$ cat src/rtl/layer_argmax_if.sv
// Handshake/bus bundle for the argmax classification stage.
//   in_valid  : layer input strobe (master -> slave)
//   node_vec  : packed node outputs, element i at [i*DATA_W +: DATA_W] (master -> slave)
//   busy      : scan in progress (slave -> master)
//   out_valid : one-cycle result strobe (slave -> master)
//   class_idx : index of the maximum element (slave -> master)
//   class_val : value of the maximum element, signed (slave -> master)
//   overrun   : sticky dropped-vector flag (slave -> master)
interface layer_argmax_if #(
  parameter int NUM_IN = 5,
  parameter int DATA_W = 16,
  parameter int IDX_W  = 4
) ();
  logic                       in_valid;
  logic [NUM_IN*DATA_W-1:0]   node_vec;
  logic                       busy;
  logic                       out_valid;
  logic [IDX_W-1:0]           class_idx;
  logic [DATA_W-1:0]          class_val;
  logic                       overrun;

  modport master (
    output in_valid, node_vec,
    input  busy, out_valid, class_idx, class_val, overrun
  );

  modport slave (
    input  in_valid, node_vec,
    output busy, out_valid, class_idx, class_val, overrun
  );
endinterface

$ cat src/rtl/layer_argmax.sv
// layer_argmax: final classification stage behind the last dense layer.
// A LAYER_LAT-deep delay line aligns in_valid with the node outputs; the aligned
// strobe captures node_vec, which is then scanned one element per cycle with a
// single signed comparator. The winning index/value is presented with a
// one-cycle out_valid strobe and held until the next result.
// Ports:
//   clk   : rising-edge clock
//   reset : synchronous active-high reset
//   bus   : layer_argmax_if slave modport (in_valid, node_vec in;
//           busy, out_valid, class_idx, class_val, overrun out)
module layer_argmax #(
  parameter int NUM_IN    = 5,
  parameter int DATA_W    = 16,
  parameter int LAYER_LAT = 3,
  parameter int IDX_W     = 4
) (
  input  logic           clk,
  input  logic           reset,
  layer_argmax_if.slave  bus
);

  typedef enum logic [1:0] {IDLE, SCAN, DONE} state_t;

  state_t                     state_q, state_d;
  logic [LAYER_LAT-1:0]       dl_q, dl_d;
  logic [NUM_IN*DATA_W-1:0]   vec_q, vec_d;
  logic signed [DATA_W-1:0]   best_val_q, best_val_d;
  logic [IDX_W-1:0]           best_idx_q, best_idx_d;
  logic [IDX_W-1:0]           cnt_q, cnt_d;
  logic                       out_valid_q, out_valid_d;
  logic [IDX_W-1:0]           class_idx_q, class_idx_d;
  logic signed [DATA_W-1:0]   class_val_q, class_val_d;
  logic                       overrun_q, overrun_d;

  logic                       cap_valid;
  logic signed [DATA_W-1:0]   elem;
  logic                       take;

  assign cap_valid = dl_q[LAYER_LAT-1];

  // Element under scan; constant-index mux keeps the select width-clean.
  always_comb begin
    elem = '0;
    for (int i = 0; i < NUM_IN; i++) begin
      if (cnt_q == IDX_W'(i)) elem = vec_q[i*DATA_W +: DATA_W];
    end
  end

  // Strict greater-than so that ties keep the lower index.
  assign take = (elem > best_val_q);

  always_comb begin
    state_d     = state_q;
    dl_d        = dl_q << 1;
    dl_d[0]     = bus.in_valid;
    vec_d       = vec_q;
    best_val_d  = best_val_q;
    best_idx_d  = best_idx_q;
    cnt_d       = cnt_q;
    out_valid_d = 1'b0;
    class_idx_d = class_idx_q;
    class_val_d = class_val_q;
    overrun_d   = overrun_q;

    case (state_q)
      IDLE, DONE: begin
        if (cap_valid) begin
          vec_d      = bus.node_vec;
          best_val_d = bus.node_vec[DATA_W-1:0];
          best_idx_d = '0;
          cnt_d      = IDX_W'(1);
          state_d    = SCAN;
        end else begin
          state_d    = IDLE;
        end
      end
      SCAN: begin
        if (cap_valid) overrun_d = 1'b1;
        if (take) begin
          best_val_d = elem;
          best_idx_d = cnt_q;
        end
        cnt_d = cnt_q + 1'b1;
        if (cnt_q == IDX_W'(NUM_IN-1)) begin
          // Last compare folds straight into the registered result.
          state_d     = DONE;
          out_valid_d = 1'b1;
          class_idx_d = take ? cnt_q : best_idx_q;
          class_val_d = take ? elem  : best_val_q;
        end
      end
      default: state_d = IDLE;
    endcase
  end

  always_ff @(posedge clk) begin
    if (reset) begin
      state_q     <= IDLE;
      dl_q        <= '0;
      vec_q       <= '0;
      best_val_q  <= '0;
      best_idx_q  <= '0;
      cnt_q       <= '0;
      out_valid_q <= 1'b0;
      class_idx_q <= '0;
      class_val_q <= '0;
      overrun_q   <= 1'b0;
    end else begin
      state_q     <= state_d;
      dl_q        <= dl_d;
      vec_q       <= vec_d;
      best_val_q  <= best_val_d;
      best_idx_q  <= best_idx_d;
      cnt_q       <= cnt_d;
      out_valid_q <= out_valid_d;
      class_idx_q <= class_idx_d;
      class_val_q <= class_val_d;
      overrun_q   <= overrun_d;
    end
  end

  assign bus.busy      = (state_q != IDLE);
  assign bus.out_valid = out_valid_q;
  assign bus.class_idx = class_idx_q;
  assign bus.class_val = class_val_q;
  assign bus.overrun   = overrun_q;

endmodule
$ cat src/flat_wrapper.sv
// flat-port wrapper written by rule: the top's interface ports become plain ports
module layer_argmax_flat 
#(
  parameter int NUM_IN    = 5,
  parameter int DATA_W    = 16,
  parameter int LAYER_LAT = 3,
  parameter int IDX_W     = 4
)
  (clk, reset, bus_in_valid, bus_node_vec, bus_busy, bus_out_valid, bus_class_idx, bus_class_val, bus_overrun);
  layer_argmax_if #(.NUM_IN(NUM_IN), .DATA_W(DATA_W), .IDX_W(IDX_W)) bus_i ();
  input  logic clk;
  input  logic reset;
  input wire logic [$bits(bus_i.in_valid)-1:0] bus_in_valid;
  input wire logic [$bits(bus_i.node_vec)-1:0] bus_node_vec;
  output wire logic [$bits(bus_i.busy)-1:0] bus_busy;
  output wire logic [$bits(bus_i.out_valid)-1:0] bus_out_valid;
  output wire logic [$bits(bus_i.class_idx)-1:0] bus_class_idx;
  output wire logic [$bits(bus_i.class_val)-1:0] bus_class_val;
  output wire logic [$bits(bus_i.overrun)-1:0] bus_overrun;
  assign bus_i.in_valid = bus_in_valid;
  assign bus_i.node_vec = bus_node_vec;
  assign bus_busy = bus_i.busy;
  assign bus_out_valid = bus_i.out_valid;
  assign bus_class_idx = bus_i.class_idx;
  assign bus_class_val = bus_i.class_val;
  assign bus_overrun = bus_i.overrun;
  layer_argmax #(.NUM_IN(NUM_IN), .DATA_W(DATA_W), .LAYER_LAT(LAYER_LAT), .IDX_W(IDX_W)) u_core (.clk(clk), .reset(reset), .bus(bus_i));
endmodule
$ cat config.mk
export PLATFORM = sky130hd
export DESIGN_NAME = layer_argmax_flat
export DESIGN_NICKNAME = d
export VERILOG_FILES = /design/src/rtl/layer_argmax_if.sv /design/src/rtl/layer_argmax.sv /design/src/flat_wrapper.sv
export SDC_FILE = /design/constraint.sdc
export NUM_CORES = 1
export LEC_CHECK = 0
export CORE_ASPECT_RATIO = 0.7
export CORE_MARGIN = 2
export CORE_UTILIZATION = 45
export DETAILED_ROUTE_END_ITERATION = 12
export PLACE_DENSITY = 0.69
export SYNTH_ARGS = -nofsm -noshare
export SYNTH_HDL_FRONTEND = slang
export SYNTH_SLANG_ARGS = --single-unit
$ cat constraint.sdc
create_clock -name clk -period 7.2 [get_ports clk]
set_input_delay 1.44 -clock clk [delete_from_list [all_inputs] [get_ports clk]]
set_output_delay 1.44 -clock clk [all_outputs]
set_load 0.02 [all_outputs]
== After elaboration in Yosys (flattened, before gate mapping) ==
Cells that the tools add are included.

* Bits of input ports: 83
* Register bits after elaboration: 131
* Logic and storage cells: 48
* Output and inout port bits: 23

* Mux-type cells: 17
* Add/subtract/negate cells: 1
* Eq/ne operators: 8
* Reductions and logical operators: 10
* Order comparisons: 1
* Bitwise gates (word level): 1

{| class="wikitable"
|+ Operators with widths
! operator !! number
|-
| $mux 16 || 7
|-
| $pmux 16 s2 || 1
|-
| $gt 16x16->1 || 1
|-
| $pmux 4 s2 || 2
|-
| $mux 4 || 3
|-
| $eq 4x2->1 const B || 2
|-
| $reduce_and 2->1 || 4
|-
| $add 4x1->4 const B || 1
|-
| $eq 4x1->1 const B || 1
|-
| $eq 4x3->1 const B || 1
|-
| $logic_not 4->1 || 1
|-
| $ne 2x1->1 const B || 2
|-
| $pmux 2 s2 || 1
|-
| $reduce_bool 2->1 || 2
|-
| $reduce_or 2->1 || 2
|-
| $eq 2x1->1 const B || 1
|-
| $eq 2x2->1 const B || 1
|-
| $logic_not 2->1 || 1
|-
| $mux 1 || 2
|-
| $mux 2 || 1
|-
| $not 1->1 || 1
|}

== Logic depth before layout (Yosys ltp) ==
* Depth in word-level cells: 9
* Depth in mapped cells: 18

== Least setup slack after synthesis ==
Ideal clock, no wire load.

* Kind: register to register
* From: register u_core.cnt_q[0]
* To: register u_core.best_val_q[11]
* Cell stages (with the launch flop): 18
* Path buffers: 4
* Required time: 7112 ps
* Arrival: 3469 ps
* Slack: 3643 ps
* Cells stage by stage: dfxtp_1 inv_1 ha_1 buf_2 nand2_1 nor2_1 clkbuf_1 a22oi_1 o21ai_0 ha_1 buf_4 nand4_2 nor4_2 a21boi_2 o311ai_2 buf_2 a21oi_1 o32ai_2

* Word-level cells in the longest chain between the ends: 9
* Elaborated cells between the ends (all ways): 13

{| class="wikitable"
|+ Ends and longest elaborated chain
! item !! line !! text
|-
| from (decl) || layer_argmax.sv:29 || <nowiki>logic [IDX_W-1:0] cnt_q, cnt_d;</nowiki>
|-
| from (signal assigned) || layer_argmax.sv:114 || <nowiki>cnt_q <= cnt_d;</nowiki>
|-
| $logic_not 4->1 || layer_argmax.sv:45 || <nowiki>if (cnt_q == IDX_W'(i)) elem = vec_q[i*DATA_W +: DATA_W];</nowiki>
|-
| $mux 16 (4 in a row) || layer_argmax.sv:45 ||
|-
| $mux 16 (*) || layer_argmax.sv:45 ||
|-
| $gt 16x16->1 || layer_argmax.sv:50 || <nowiki>assign take = (elem > best_val_q);</nowiki>
|-
| $mux 16 (*) || n/a ||
|-
| $pmux 16 s2 (*) || layer_argmax.sv:65 || <nowiki>case (state_q)</nowiki>
|-
| to (signal assigned) || layer_argmax.sv:112 || <nowiki>best_val_q <= best_val_d;</nowiki>
|-
| to (decl) || layer_argmax.sv:27 || <nowiki>logic signed [DATA_W-1:0] best_val_q, best_val_d;</nowiki>
|}

Mark *: on every way between the ends. The rest lies on a longest branch, timed or not.
A chain may end at the register's enable or synchronous reset.

== Worst setup path in the final report ==
* From: register u_core.cnt_q[0]
* To: register u_core.best_val_q[8]

The elaborated chain is that of the path after synthesis.

==> out/results.ini <==
[synth]
yosys_warnings = 0
muxShareOfSynthArea_pct = 0.638
edff_count_synth = 0
synth.cell_area_um2 = 6280
flip_flop_and_latch_count_after_synthesis = 131
synth-xor-area-share_pct = 0
synth_top_family_by_area = simple AND/OR/NAND/NOR gates
synthArstFlopShare_pct = 0
syn_area_per_cell_um2 = 7.75
synth_simple_gate_area_share_pct = 24.9
synth.yosys.seq_area_share_pct = 41.8
ys_types = 44
synth_compound_gate_area_share_pct = 22.5
ys_dominant_reg_cell = dfxtp_1
synth_fp_nets = 913
synth_adder_area_share_pct = 3.98
netlist_instances = 810

[floorplan]
fp.dieW_um = 145
design.die.area_um2 = 14900
ioPinCount = 106
rows = 36
die-height_um = 103
initial_core_utilization_pct = 45.6
area_of_the_core_region_um2 = 13800

[clocking]
worstSkewPairLatency_ns = 0.42
cts_inserted_buffers = 17
cts_tree = built
htreeDepth = 4
clkSinkCount = 131
cts_hold_repair.buffers = 0
cts_root_buf = clkbuf_16
cts_setup_buffers = 0
cts_repair_resize_count = 0
clk_transition_reported_paths_ns = 0.06
cts.path.max_buffers = 2

[placement]
finalWeightedCongestion = 0.877
placement.io_buffers = 105
hpwl_mm = 12.5

[hold_path]
holdCritPathClass = reg -> reg

[power]
power_switching_share_pct = 28.1
power_density_nw_per_um2 = 242
vdd.ir_drop.worst_mv = 0.160
power.clock.fraction_pct = 42.4
p_sw_uw = 538
combPwrFrac_pct = 18.2
p_seq_share_pct = 39.4
report.power.total_uw = 1910
cellLeakagePower_uw = 0.00265
cell_internal_pwr_uw = 1380

[worst_setup_path]
r2r_start = u_core.cnt_q[0]$_SDFFE_PP0P_
regToRegEndpoint = u_core.best_val_q[8]$_SDFFE_PP0P_
timing.setup.critical_path_class = reg -> reg
cp.required_ns = 7.51
cp_max_fo = 26
worst-r2r-cell-count = 11
arrival_worst_endpoint_ns = 5.46
critical_path_end = u_core.best_val_q[8]$_SDFFE_PP0P_
worstSetupEndpointType = flop
worst_setup_path_start_kind = flop
cp-startpoint = u_core.cnt_q[0]$_SDFFE_PP0P_
reg2reg_slack_ns = 2.06

[job]
timing.max_cap.violations = 0

[sta]
finalCriticalPeriod_ns = 5.14
tightest_slew_ns = 1.25
maxSlewViolCount = 0
final_min_period_over_clock_period_pct = 71.5
rsz0062_at_grt = no
final-hold-violation-count = 0
fin_skew_ns = 0.00895
setup-tns-final_ns = 0
achievable-frequency_ghz = 0.194
relSlewSlack_pct = 16.6
setup-violations-final = 0

[global_route]
grt_start_max_net_pins = 96
first_global_vias = 5557
grt_first_pass_wirelength_mm = 28.5
initial_antenna_violation_count = 0
globalRoute.totalOverflow = 0
global_route.usage.total_pct = 24.2

[final_layout]
most_used_cells_in_the_layout_excluding_fill_and_tap_cells = nand2_1 (181), a21oi_1 (135), dfxtp_1 (131)
share_of_post_route_cells_with_drive_strength_above_1_pct = 5.68
num_antenna_cells = 0
post-route-util_pct = 57.3
final_common_cell = nand2_1
area_overhead_vs_synth_pct = 25.8
layout.nets = 972

[run_status]
status = completed

[detailed_routing]
drt_pass1_iterations = 5
wire_per_inst_um = 16.9
routed_via_density = 5.66
final_antenna_net_count = 0
detail_route.iter0.violations = 501
total_via_count_after_detailed_routing = 6063
remaining_drc_errors = 0
drt_wl_total_mm = 18.1

-- cells in the mapped netlist, drive strengths merged (2+ instances only) --
cell type	n	area share, %
nor4	5	0.70
buf	20	1.9
a22oi	16	1.9
inv	18	1.1
a21oi	135	11
nand4	4	0.50
nand2	181	11
and2	2	0.20
o311ai	2	0.40
o32ai	16	2.4
nor3	34	2.7
o211ai	15	1.8
dfxtp	131	42
nand3	38	3.0
a21boi	19	2.4
a21o	2	0.24
o21a	2	0.24
or2	2	0.20
ha	20	4.0
a311oi	3	0.42
clkbuf	54	3.2
nor2b	7	0.70
mux2i	4	0.64
o21ai	20	1.6
nor2	11	0.66
nand2b	6	0.60
nor3b	2	0.32
nand3b	36	4.3
-- worst min path at each step --
| stage | from | to | slack, ns | cells past startpoint |
|---|---|---|---|---|
| floorplan | u_core.dl_q[0]$_SDFF_PP0_ | u_core.dl_q[1]$_SDFF_PP0_ | 0.41 | 1 |
| global placement | u_core.dl_q[0]$_SDFF_PP0_ | u_core.dl_q[1]$_SDFF_PP0_ | 0.43 | 1 |
| detailed placement | u_core.dl_q[0]$_SDFF_PP0_ | u_core.dl_q[1]$_SDFF_PP0_ | 0.43 | 1 |
| CTS | u_core.dl_q[0]$_SDFF_PP0_ | u_core.dl_q[1]$_SDFF_PP0_ | 0.44 | 1 |
| global route | u_core.vec_q[63]$_SDFFE_PP0P_ | u_core.vec_q[63]$_SDFFE_PP0P_ | 0.47 | 2 |
| finish | u_core.dl_q[0]$_SDFF_PP0_ | u_core.dl_q[1]$_SDFF_PP0_ | 0.44 | 1 |
-- power groups by stage --
| stage | clock [uW] | sequential [uW] | combinational [uW] |
|---|---|---|---|
| after detailed placement | 0 | 769 | 343 |
| final | 811 | 754 | 349 |
| after CTS | 819 | 754 | 344 |
| after floorplan | 0 | 765 | 251 |
| after global routing | 853 | 756 | 375 |
| after global placement | 0 | 769 | 332 |
-- registers in the layout (all words and copies together), names as in the netlist --
register,flops
u_core.bus.out_valid,1
u_core.state_q,2
u_core.best_idx_q,4
u_core.bus.class_idx,4
u_core.bus.overrun,1
u_core.best_val_q,16
u_core.cnt_q,4
u_core.dl_q,3
u_core.bus.class_val,16
u_core.vec_q,80
-- final cells by class --
class	count	area [um2]
sequential	131	2620
inverter	18	67.6
clock buffer	23	478
clock inverter	8	78.8
fill	1297	5880
tap	190	238
timing repair buffer	114	1120
multi-input combinational	587	3300
-- stage by stage --
stage	instance area (um2)	setup slack (ns)	hold WS, ns	std cells
final	7900	2.06	0.439	1071
after floorplan	6280	3.64	0.414	810
after global routing	7900	1.66	0.467	1071
after CTS	7900	2.13	0.441	1071
after detailed placement	7340	2.15	0.428	1040
after global placement	7340	2.38	0.430	1040
-- kinds of logic (layout without fill, tap and decap cells) --
| logic type | count (synthesis) | in the layout |
|---|---|---|
| adder cells (fa/ha/maj) | 20 | 20 |
| AND/OR/NAND/NOR | 330 | 330 |
| flip-flops | 131 | 131 |
| AO/OA/AOI/OAI | 233 | 233 |
| multiplexers | 4 | 4 |
| buffers and inverters | 92 | 163 |
-- critical path: stages (launching register included) --
cell and delay (ns):
dfxtp_1 0.46, ha_1 0.23, nor3b_2 0.92, a22oi_1 0.22, o21ai_0 0.22, ha_1 0.40
nand4_2 0.19, o311ai_1 0.78, o311a_1 0.93, buf_4 0.33, nor3_1 0.07, o32ai_1 0.28
-- layer usage --
metal / wire length [um] / vias up / GRT usage (%)
li1: - / 2957 / -
met3: 1360 / 25 / 5.09
met1: 8490 / 2849 / 33.5
met2: 8020 / 232 / 38.4
met4: 248 / 0 / 7.77
met5: 0 / - / 0
Note: power is estimated with default switching activity, not from simulation.
==> patch 1 (same settings) <==
Make the reset (`reset`) asynchronous in one clocked block. Comments in the files are not updated.
--- a/src/rtl/layer_argmax.sv
+++ b/src/rtl/layer_argmax.sv
@@ -95,3 +95,3 @@
 
-  always_ff @(posedge clk) begin
+  always_ff @(posedge clk or posedge reset) begin
     if (reset) begin
Check against the original RTL: differs if reset is asserted again (counterexample within 10 cycles, from zero or initial values and one cycle with reset high); with reset held inactive, the same outputs for 10 cycles.
==> patch 1 against the unedited design <==
Routed wire length is 15% higher; worst setup slack gained 260 ps; sequential cell count unchanged; highest routed layer unchanged; maximum frequency rose by 5.3%; final cell count down 0.19%; sequential share of layout area increased by 4.7 points; critical path depth up 2; critical path type unchanged; final area increased by 9.5%; synthesized area increased by 11%.
Power is not compared: it rests on default switching activity, and its combinational part moved more than twofold at a synthesized area within 25%.
==> patch 1: results (changes against the unedited design) <==
Run status
  – Status: finished, final reports clean (unchanged)

Placement
  – Post-detail-place hpwl: 14.3 mm (was 12.5 mm)
  – Final GP Congestion: 0.933 (was 0.877)

Detailed routing
  – Vias: 6,324 (was 6,063)
  – Drt pass-1 iters: 8 (was 5)
  – Met2 wire length: 8.99 mm (was 8.02 mm)
  – WL final: 20.8 mm (was 18.1 mm)
  – Routed metal-1 wire length: 9.46 mm (was 8.49 mm)

Logic synthesis
  – Post-Syn Nets: 894 (was 913)
  – Share of the yosys chip area belonging to registers: 0.471 (was 0.418)
  – Synth Flop Type: dfrtp_1 (was dfxtp_1)
  – Unique masters post-synth: 45 (was 44)
  – Ys async rst share: 1.00 (was 0)
  – Post-synth top cells: nand2_1, dfrtp_1, clkbuf_1 (was nand2_1, a21oi_1, dfxtp_1)
  – Ranking of synthesized cells by area: dfrtp_1, nand2_1, ha_1 (was dfxtp_1, nand2_1, a21oi_1)

Global routing
  – Grt met3 use: 0.0541 (was 0.0509)
  – Vias in the first global route: 6,054 (was 5,557)
  – Largest net degree at the start of global routing: 90 (was 96)
  – Met2 Usage GRT: 0.387 (was 0.384)
  – All-Layer GR Usage: 0.257 (was 0.242)
  – Initial antenna violation count: 0 (unchanged)

Worst hold path
  – Worst Hold End: u_core.dl_q[1] (unchanged)
  – Worst hold path depth: 0 (was 1)
  – Critical hold path startpoint: u_core.dl_q[0] (unchanged)

Critical path
  – R2r setup slk: 2320 ps (was 2060 ps)
  – Reg2Reg Depth: 13 (was 11)
  – Reg-to-Reg Start: u_core.cnt_q[0] (unchanged)
  – CP max FO: 34 (was 26)
  – R2r endpoint: u_core.bus.class_idx[0] (was u_core.best_val_q[8])

Finish
  – Layout cell share with drive strength beyond 1: 0.0618 (was 0.0568)
  – Final nets: 964 (was 972)
  – # fillers: 1,300 (was 1,297)

Timing
  – WHS: 350 ps (was 439 ps)
  – Setup Skew: 6.99 ps (was 8.95 ps)

Clock tree
  – Post-CTS sizing: 0 (unchanged)
[patch 1: per-stage QoR]
stage / util / cell area [um^2] / cells / total power, mW / setup WS [ps]
finish: 0.580 / 8650 / 1069 / 4.58 / 2320
global route: 0.580 / 8650 / 1069 / 4.86 / 2000
CTS: 0.580 / 8650 / 1069 / 4.53 / 2410
detailed placement: 0.540 / 8050 / 1037 / 3.62 / 2500
global placement: 0.540 / 8050 / 1037 / 3.54 / 2660
floorplan: - / 6950 / 791 / 3.01 / 2260
[patch 1: critical path, stage by stage, from the launching register on]
cell	delay, ps
dfrtp_1	450
inv_1	130
ha_1	610
nand2_1	140
nor2_2	630
nand2_1	290
nand2_1	170
ha_1	250
nand4_1	170
nor3_2	80
a21boi_4	170
o41a_4	620
o21ai_2	760
o211ai_1	220
[patch 1: cells by family (layout without fill, tap and decap cells)]
kind of cell             Yosys count  in the layout  share of synthesized area
adder cells (fa/ha/maj)           20             20                     0.0360
buffers and inverters            100            183                     0.0606
flip-flops                       131            131                      0.471
AND/OR/NAND/NOR                  344            344                      0.221
AO/OA/AOI/OAI                    196            196                      0.211
[patch 1: cell type report]
cell class / instances / area (um^2) / share of cell area
Clock buffer: 20 / 447 / 0.0516
Sequential cell: 131 / 3280 / 0.379
Timing Repair Buffer: 113 / 1110 / 0.128
Tap cell: 195 / 244 / 0.0282
Inverter: 38 / 145 / 0.0168
Multi-Input combinational cell: 560 / 3270 / 0.378
Clock inverter: 12 / 156 / 0.0181
[patch 1: power groups by stage]
stage,registers [mW],logic [mW],clock network (mW)
2_1_floorplan,1.26,1.75,0
3_3_place_gp,1.32,2.22,0
3_5_place_dp,1.32,2.30,0
4_1_cts,1.31,2.32,0.896
5_1_grt,1.35,2.58,0.926
6_report,1.33,2.37,0.886
==> patch 2 (same flow settings) <==
Made on the original files. `LAYER_LAT` is set to 3 in 2 places; all go to 6.
--- a/src/rtl/layer_argmax.sv
+++ b/src/rtl/layer_argmax.sv
@@ -13,3 +13,3 @@
   parameter int DATA_W    = 16,
-  parameter int LAYER_LAT = 3,
+  parameter int LAYER_LAT = 6,
   parameter int IDX_W     = 4
--- a/src/flat_wrapper.sv
+++ b/src/flat_wrapper.sv
@@ -5,3 +5,3 @@
   parameter int DATA_W    = 16,
-  parameter int LAYER_LAT = 3,
+  parameter int LAYER_LAT = 6,
   parameter int IDX_W     = 4
Formal check against the unedited RTL: not equivalent (Yosys sat finds a counterexample within 10 cycles, from zero or initial values and one cycle with reset high).
==> patch 2 against the unedited design <==
Final area increased by 2.4%; routed wire length grew 2.3%; synthesized area up 2.1%; maximum frequency decreased by 0.11%; synthesized cell count rose by 0.74%; critical path depth is 4 higher; sequential cell count increased by 3; final cell count increased by 0.65%; worst setup slack worse by 5.5 ps; non-clock buffer count unchanged; critical path type unchanged; critical endpoint is now u_core.best_val_q[0]; die area grew 2.0%.
Power is not compared: it rests on default switching activity, and its combinational part moved more than twofold at a synthesized area within 25%.
==> patch 2: results (changes against the unedited design) <==
Logic synthesis
  – Syn. warnings: 0 (unchanged)
  – Unique masters post-synth: 46 (was 44)
  – Post-synthesis cell count: 816 (was 810)
  – Synth Flop Type: dfxtp_1 (unchanged)
  – Ranking of synthesized cells by area: dfxtp_1, nand2_1, a21oi_1 (unchanged)
  – Post-Syn Nets: 919 (was 913)
  – Share of the yosys chip area belonging to registers: 0.419 (was 0.418)
  – Post-synth top cells: nand2_1, a21oi_1, dfxtp_1 (unchanged)
  – Ys async rst share: 0 (unchanged)

Timing
  – Setup Skew: 7.29 ps (was 8.95 ps)
  – Worst-margin pin slew: 1110 ps (was 1250 ps)

Pwr
  – Sw frac: 0.233
  – Leak Pwr: 2.70 nW
  – Worst vdd ir: 0.114 mV

Clock tree
  – Post-CTS sizing: 0 (unchanged)
  – Clk_lat worst skew: 430 ps
  – Post-CTS Setup Inserts: 0 (unchanged)
  – H-tree depth: 4 (unchanged)
  – Clk pin slew, worst setup/hold paths: 60 ps (about the same)
  – TritonCTS Buffers: 17 (unchanged)
  – Clock Tree Buf Depth: 2 (unchanged)
  – Root buf cell: clkbuf_16 (unchanged)

Detailed routing
  – Drt pass-1 iters: 5 (unchanged)
  – Detail Route Antenna Nets: 0 (unchanged)
  – WL per Instance: 17.2 um (was 16.9 um)
  – Vias: 6,181 (was 6,063)
  – Initial DRC count: 614 (was 501)

Placement
  – Final GP Congestion: 0.852 (was 0.877)
  – PortBufs: 105 (unchanged)
  – DP Worst Slack: 2210 ps (was 2150 ps)
  – Area of placed instances: 7460 um^2 (was 7340 um^2)
  – # placed instances: 1,046 (was 1,040)
  – Post-detail-place hpwl: 13.0 mm (was 12.5 mm)

Finish
  – Reg with most FFs: u_core.vec_q (unchanged)
  – Fin cells: 1,078 (was 1,071)
  – Layout cell share with drive strength beyond 1: 0.0631 (was 0.0568)
  – # fillers: 1,242 (was 1,297)
  – Max reg flops: 80 (unchanged)
  – Antenna diodes: 0 (unchanged)
  – Final nets: 978 (was 972)

Worst hold path
  – Worst hold path class: reg -> reg (unchanged)

Critical path
  – CP max FO: 22 (was 26)
  – WP data arrival: 5460 ps (about the same)

Global routing
  – Vias in the first global route: 5,992 (was 5,557)
  – Initial antenna violation count: 0 (unchanged)
  – First-pass GRT wire length: 30.2 mm (was 28.5 mm)
  – All-Layer GR Usage: 0.247 (was 0.242)
  – Largest net degree at the start of global routing: 88 (was 96)

Run status
  – Status: finished, final reports clean (unchanged)
[patch 2: metrics by stage]
step	utilization	hold WS, ps
2_1_floorplan	-	414
3_3_place_gp	0.536	421
3_5_place_dp	0.536	423
4_1_cts	0.581	445
5_1_grt	0.581	465
6_report	0.581	437
[patch 2: final cells by class]
type / count / area (um^2) / share of cell area
sequential: 134 / 2680 / 0.332
clock inverter: 13 / 171 / 0.0212
multi-input combinational: 590 / 3360 / 0.415
tap: 190 / 238 / 0.0294
clock buffer: 19 / 453 / 0.0560
timing repair buffer: 114 / 1120 / 0.138
inverter: 18 / 67.6 / 0.00836
[patch 2: routing by layer]
layer  vias up  track usage  share of wire
met5         -            0              0
met4         0       0.0798          0.019
met3        29       0.0627          0.076
met2       263        0.370           0.44
met1      2913        0.350           0.47
li1       2976            -              -
[patch 2: power groups by stage]
stage / sequential [mW] / clock [mW] / combinational [mW]
global placement: 0.763 / 0 / 0.116
detailed placement: 0.763 / 0 / 0.120
finish: 0.747 / 0.922 / 0.122
floorplan: 0.762 / 0 / 0.0651
CTS: 0.747 / 0.925 / 0.121
global route: 0.747 / 0.959 / 0.131
[patch 2: logic make-up (layout without fill, tap and decap cells)]
logic type	Yosys count	count (layout)	share of synthesized area
AO/OA/AOI/OAI	233	233	0.226
adder cells (fa/ha/maj)	20	20	0.0390
buffers and inverters	92	164	0.0605
flip-flops	134	134	0.419
multiplexers	4	4	0.00625
AND/OR/NAND/NOR	333	333	0.250
[patch 2: worst paths after layout]
kind,startpoint,endpoint,slack [ps],depth (start not counted)
setup / recovery,u_core.cnt_q[0],u_core.best_val_q[0],2050,15
hold / removal,u_core.dl_q[0],u_core.dl_q[1],440,1
setup reg to reg,u_core.cnt_q[0],u_core.best_val_q[0],2050,15
hold reg to reg,u_core.dl_q[0],u_core.dl_q[1],440,1
[patch 2: critical path: stages (launching register included)]
cell and delay [ps]:
dfxtp_1 380, inv_1 110, ha_1 530, nand2_1 140
nor2_1 630, buf_4 280, a22oi_1 90, o21ai_0 220
ha_1 420, nand4_4 180, nor4_4 320, a21boi_4 320
o311a_1 560, buf_4 370, nor3_1 80, o32ai_1 380
